<file path="config.mk">
export PLATFORM = sky130hd
export DESIGN_NAME = alu_arbiter
export DESIGN_NICKNAME = d
export VERILOG_FILES = /design/src/rtl/alu_arbiter.sv
export SDC_FILE = /design/constraint.sdc
export NUM_CORES = 1
export LEC_CHECK = 0
export ABC_CLOCK_PERIOD_IN_PS = 1300
export CORE_ASPECT_RATIO = 0.9
export CORE_UTILIZATION = 36
export DETAILED_ROUTE_END_ITERATION = 16
export GPL_ROUTABILITY_DRIVEN = 0
export PLACE_DENSITY_LB_ADDON = 0.05
export SYNTH_ARGS = -nofsm -noshare
export SYNTH_HDL_FRONTEND = slang
export SYNTH_SLANG_ARGS = --single-unit
</file>
<file path="constraint.sdc">
create_clock -name clk -period 1.3 [get_ports clk]
set_clock_uncertainty 0.15 [all_clocks]
set_input_delay 0.26 -clock clk [delete_from_list [all_inputs] [get_ports clk]]
set_output_delay 0.26 -clock clk [all_outputs]
set_load 0.01 [all_outputs]
</file>
<file path="src/rtl/alu_arbiter.sv">
// alu_arbiter: two-requester front end for a shared combinational ALU.
// Round-robin arbitration by default; define ALU_ARBITER_FIXED_PRIO_EN for fixed priority (requester 0 wins).
module alu_arbiter #(
  parameter int DATA_W = 8,
  parameter int SEL_W  = 4
) (
  input  logic              clk,
  input  logic              rst_n,
  input  logic              req0_valid,
  input  logic              req1_valid,
  output logic              req0_ready,
  output logic              req1_ready,
  input  logic [DATA_W-1:0] req0_a,
  input  logic [DATA_W-1:0] req0_b,
  input  logic [DATA_W-1:0] req1_a,
  input  logic [DATA_W-1:0] req1_b,
  input  logic [SEL_W-1:0]  req0_sel,
  input  logic [SEL_W-1:0]  req1_sel,
  output logic [DATA_W-1:0] alu_a,
  output logic [DATA_W-1:0] alu_b,
  output logic [SEL_W-1:0]  alu_sel,
  input  logic [DATA_W-1:0] alu_out,
  input  logic              alu_carry,
  output logic              rsp_valid,
  input  logic              rsp_ready,
  output logic              rsp_id,
  output logic [DATA_W-1:0] rsp_data,
  output logic              rsp_carry
);
  typedef enum logic [1:0] {IDLE, ISSUE, RESP} state_t;
  state_t state, state_nx;
  logic g0, g1, acc0, acc1;
`ifdef ALU_ARBITER_FIXED_PRIO_EN
  assign g0 = req0_valid;
  assign g1 = req1_valid & ~req0_valid;
`else
  logic last_grant;
  assign g0 = req0_valid & (~req1_valid | last_grant);
  assign g1 = req1_valid & (~req0_valid | ~last_grant);
  // remember who won the last accepted request; 1 after reset so requester 0 wins the first tie
  always_ff @(posedge clk or negedge rst_n)
    if (!rst_n) last_grant <= 1'b1;
    else if (acc0 | acc1) last_grant <= acc1;
`endif
  assign acc0 = (state == IDLE) & g0;
  assign acc1 = (state == IDLE) & g1;
  assign req0_ready = rst_n & acc0;
  assign req1_ready = rst_n & acc1;
  assign rsp_valid  = (state == RESP);
  // next state: accept -> one ISSUE cycle -> RESP until the response is taken
  always_comb begin
    state_nx = state;
    state_nx = (state == IDLE)  ? ((acc0 | acc1) ? ISSUE : IDLE) :
               (state == ISSUE) ? RESP :
               (rsp_ready ? IDLE : RESP);
  end
  // state register
  always_ff @(posedge clk or negedge rst_n)
    if (!rst_n) state <= IDLE;
    else state <= state_nx;
  // latch the granted operands on accept, capture the ALU result at the end of ISSUE
  always_ff @(posedge clk or negedge rst_n)
    if (!rst_n) begin
      alu_a     <= '0;
      alu_b     <= '0;
      alu_sel   <= '0;
      rsp_id    <= 1'b0;
      rsp_data  <= '0;
      rsp_carry <= 1'b0;
    end else begin
      if (acc0 | acc1) begin
        alu_a   <= acc1 ? req1_a : req0_a;
        alu_b   <= acc1 ? req1_b : req0_b;
        alu_sel <= acc1 ? req1_sel : req0_sel;
        rsp_id  <= acc1;
      end
      if (state == ISSUE) begin
        rsp_data  <= alu_out;
        rsp_carry <= alu_carry;
      end
    end
endmodule
</file>
==> impl_table.tex <==
\begin{tabular}{lr}
\hline
Metric & Value \\
\hline
\multicolumn{2}{l}{\textbf{Status}} \\
Run status & finished with violations \\
Violated checks & setup timing \\
\multicolumn{2}{l}{\textbf{CTS}} \\
Clock root buffer & sky130\_fd\_sc\_hd\_\_clkbuf\_8 \\
Clock sink count & 33 \\
Number of CTS-inserted buffers & 5 \\
Count of H-tree levels built during CTS & 2 \\
Clock transition at the registers of the reported paths & 60 ps \\
TritonCTS clock tree & done \\
Longest Clk Path Bufs & 2 \\
Clock latency of the later-clocked register in the worst-skew pair & a little under 300 ps \\
\multicolumn{2}{l}{\textbf{Logic synthesis}} \\
Post-Syn Area per Cell & about 11 µm² \\
Combinational family with the most area after synthesis & simple AND/OR/NAND/NOR gates \\
Number of warnings printed during yosys synthesis & 0 \\
Share of the yosys chip area belonging to registers & 0.482 \\
Post-Synth Simple-Gate Area & 0.203 \\
Cells after synthesis & about 160 \\
Combined area of all synthesized cells & between 1500 and 2000 µm² \\
Seq cells post-synth & 33 \\
Share of the synthesized area in compound gates (AO/OA/AOI/OAI) & 0.175 \\
Synth unique cells & 22 \\
Nets in the synthesized netlist & between 200 and 250 \\
Share of synthesized cell area in full adder, half adder and majority cells & 0 \\
Share of cell area taken by muxes after synthesis & 0.0788 \\
Area share of xor/xnor cells in the synthesized design & 0 \\
\multicolumn{2}{l}{\textbf{Worst setup path}} \\
Capturing point of the worst reg2reg path & alu\_a[5] \\
CP startpoint kind & input port \\
Peak fanout along the critical path & 2 \\
Startpoint of the most critical register-to-register path & state[0] \\
Worst setup path start & req1\_valid \\
Type of element capturing the critical path & output port \\
CP Class & input port to output port \\
WP data arrival & around 1300 ps \\
Critical Path Sink & req1\_ready \\
Number of cells on the worst reg-to-reg path & 5 \\
Minimum setup slack among reg-to-reg paths & -190 ps \\
Endpoint required time on the critical path & between 800 and 900 ps \\
\multicolumn{2}{l}{\textbf{Placed design}} \\
Worst Setup Slack post-DPL & -820 ps \\
Area after DPL & between 2000 and 3000 µm² \\
I/O Buffers & 86 \\
Placed cells & around 300 \\
Post-detail-place hpwl & between 3000 and 4000 µm \\
\multicolumn{2}{l}{\textbf{Finish}} \\
Share of post-route cells with drive strength above 1 & 0.363 \\
Cell Count, Final, Fillers Out & 324 \\
Cell area after layout & between 2000 and 3000 µm² \\
Layout overhead on the synthesized area & 63.2\% \\
Number of nets in the final layout & around 320 \\
Final design utilization & 0.619 \\
Number of diodes added for antenna fixing & 0 \\
Total of fill cells in the finished design & between 300 and 400 \\
\multicolumn{2}{l}{\textbf{Power and ir drop}} \\
Part of the power in combinational logic & 0.550 \\
Max rail drop VDD & 962 µV \\
Internal power contribution & around 0.0037 W \\
Register share of total power & 0.309 \\
Sw Pwr & $\sim$0.0022 W \\
Power per cell area & roughly 2100 nW/µm² \\
Leakage power of the design & about 1.3 nW \\
Net switching fraction of the power & 0.373 \\
Pwr Total & slightly below 0.006 W \\
Part of the power in the clock network & 0.141 \\
\multicolumn{2}{l}{\textbf{STA}} \\
Total count of max-transition violations in the final report & 0 \\
Transition time at the pin with the least slew margin & between 300 and 400 ps \\
Setup slack after layout & -423 ps \\
Fin crit share & 1.33 \\
Number of hold violations in the final report & 0 \\
Fmax achieved & $\sim$0.58 GHz \\
Post-layout minimum cycle time & between 1500 and 2000 ps \\
RSZ-0062 raised after global routing & true \\
Number of setup violations in the final report & 34 \\
Relative slew margins & 0.749 \\
\multicolumn{2}{l}{\textbf{Drt}} \\
Final ANT Viol Nets & 0 \\
Overall routed net length & roughly 5500 µm \\
Vias & $\sim$1700 \\
Routed wire length per instance & between 15 and 20 µm \\
Detailed-route DRC error count & 0 \\
Drt first pass iters & 4 \\
Iteration-0 DRC count of the detailed router & 96 \\
Post-DR vias/cell & around 5.3 \\
\multicolumn{2}{l}{\textbf{Global route}} \\
First-pass GRT wire length & 8630 µm \\
Initial antenna violation count & 0 \\
Total global routing overflow & 0 \\
All-layer global routing usage & 0.234 \\
Maximum number of pins on one net before global-route repair & 30 \\
Vias in the first global route & about 1700 \\
\multicolumn{2}{l}{\textbf{Hold path}} \\
Tightest Hold Check Type & input port to register \\
\multicolumn{2}{l}{\textbf{Floorplan}} \\
Starting utilization of the core area & 0.379 \\
Vertical extent of the die & approximately 67 µm \\
Placeable core area & approximately 4500 µm² \\
Die Width & around 75 µm \\
Die Footprint & 5040 µm² \\
Number of ports placed on the die boundary & between 80 and 90 \\
Placement row count & 23 \\
\multicolumn{2}{l}{\textbf{Run}} \\
Maximum Capacitance Violations & 0 \\
\hline
\end{tabular}
## worst min path at each step
stage	start	endpoint	slack, ps	depth (start not counted)
floorplan	rst_n	alu_a[0]	-190	0
global placement	rst_n	rsp_id	80	2
detailed placement	rst_n	rsp_id	90	2
CTS	alu_a[2]	alu_a[2]	360	2
global route	req0_valid	rsp_id	310	3
finish	req0_valid	rsp_id	270	3
## critical path, cell delays in order
cell and delay (ps):
sky130_fd_sc_hd__clkdlybuf4s50_1 510, sky130_fd_sc_hd__nor3b_4 220, sky130_fd_sc_hd__and3_4 220, sky130_fd_sc_hd__buf_6 100
## sequential cells by signal, summed over array words and instances (netlist names)
signal / count
alu_a: 8
alu_b: 8
alu_sel: 4
last_grant: 1
rsp_carry: 1
rsp_data: 8
rsp_id: 1
state: 2
## per-layer routing
| metal | share of wire | up-vias | track usage | wire length [µm] |
|---|---|---|---|---|
| met5 | 0 | - | 0 | 0 |
| met4 | 0.022 | 0 | 0.0896 | 122 |
| met3 | 0.059 | 14 | 0.0507 | 323 |
| met2 | 0.49 | 64 | 0.389 | 2690 |
| met1 | 0.43 | 830 | 0.298 | 2380 |
| li1 | - | 805 | - | - |
## area by class of cell
type                       instances  area [µm²]  area share
sequential                        33         828       0.296
clock buffer                       7        96.3      0.0344
multi-input combinational        106         842       0.301
clock inverter                     1        5.00     0.00179
tap                               62        77.6      0.0277
inverter                           1        3.75     0.00134
timing repair buffer             114         945       0.338
## power by group through the flow
| stage | clock, W | combinational [W] | sequential, W |
|---|---|---|---|
| 2_1_floorplan | 0 | 0.00151 | 0.00208 |
| 3_3_place_gp | 0 | 0.00319 | 0.00185 |
| 3_5_place_dp | 0 | 0.00326 | 0.00187 |
| 4_1_cts | 0.000863 | 0.00309 | 0.00182 |
| 5_1_grt | 0.000910 | 0.00358 | 0.00190 |
| 6_report | 0.000843 | 0.00328 | 0.00184 |
## cells by family (layout without fill, tap and decap cells)
| family | Yosys count | after routing |
|---|---|---|
| and+or+nand+nor | 52 | 53 |
| AOI/OAI and AO/OA | 44 | 44 |
| DFF | 33 | 33 |
| buffers and inverters | 18 | 123 |
| muxes | 9 | 9 |
## through the flow
stage	hold WS [ps]	TNS (ps)
floorplan	-186	-558
global placement	83.0	-13740
detailed placement	86.4	-14450
CTS	357	-5480
global route	307	-7420
finish	270	-5430
## cells in the final DEF (no fill, tap or decap), types with 2 or more instances in the layout
cell                              instances
sky130_fd_sc_hd__and3_1                  20
sky130_fd_sc_hd__buf_2                   31
sky130_fd_sc_hd__buf_4                   20
sky130_fd_sc_hd__buf_6                    9
sky130_fd_sc_hd__clkbuf_8                 7
sky130_fd_sc_hd__clkdlybuf4s50_1         51
sky130_fd_sc_hd__dfrtp_1                 31
sky130_fd_sc_hd__mux2_4                   9
sky130_fd_sc_hd__nand2b_4                 2
sky130_fd_sc_hd__nand3b_1                20
sky130_fd_sc_hd__nor2_1                   2
sky130_fd_sc_hd__nor2_2                   3
sky130_fd_sc_hd__o2111ai_1               20
sky130_fd_sc_hd__o21ai_1                 17
sky130_fd_sc_hd__o21ai_2                  4
## Yosys cell counts
library cell	instances	area, µm²
sky130_fd_sc_hd__buf_6	4	45.0
sky130_fd_sc_hd__nand2_1	2	7.51
sky130_fd_sc_hd__o21ai_1	21	105
sky130_fd_sc_hd__clkbuf_1	10	37.5
sky130_fd_sc_hd__nor2_1	4	15.0
sky130_fd_sc_hd__dfstp_2	1	26.3
sky130_fd_sc_hd__buf_2	2	10.0
sky130_fd_sc_hd__and3_1	21	131
sky130_fd_sc_hd__dfrtp_1	32	801
sky130_fd_sc_hd__nand2b_1	1	6.26
sky130_fd_sc_hd__o2111ai_1	20	175
sky130_fd_sc_hd__nor2b_1	1	6.26
sky130_fd_sc_hd__a22o_1	1	8.76
sky130_fd_sc_hd__mux2_4	9	135
sky130_fd_sc_hd__a31oi_1	1	6.26
sky130_fd_sc_hd__nand3b_1	20	150
sky130_fd_sc_hd__or2_1	1	6.26
sky130_fd_sc_hd__inv_2	1	3.75
sky130_fd_sc_hd__a21oi_1	1	5.00
sky130_fd_sc_hd__buf_4	1	7.51
sky130_fd_sc_hd__nor3b_4	1	18.8
sky130_fd_sc_hd__nor2_2	1	6.26
## what timing repair did
action | 4_1_cts | 5_1_grt
pin swaps | 2 | 1
setup buffers | 4 | 4
endpoints found under the setup margin | 65 | 46
hold buffers | 1 | 0
hold endpoints to repair | 32 | 0
gates resized for setup | 129 | 28
cloned | 2 | 1
No activity file was read; power rests on OpenSTA's default activity.
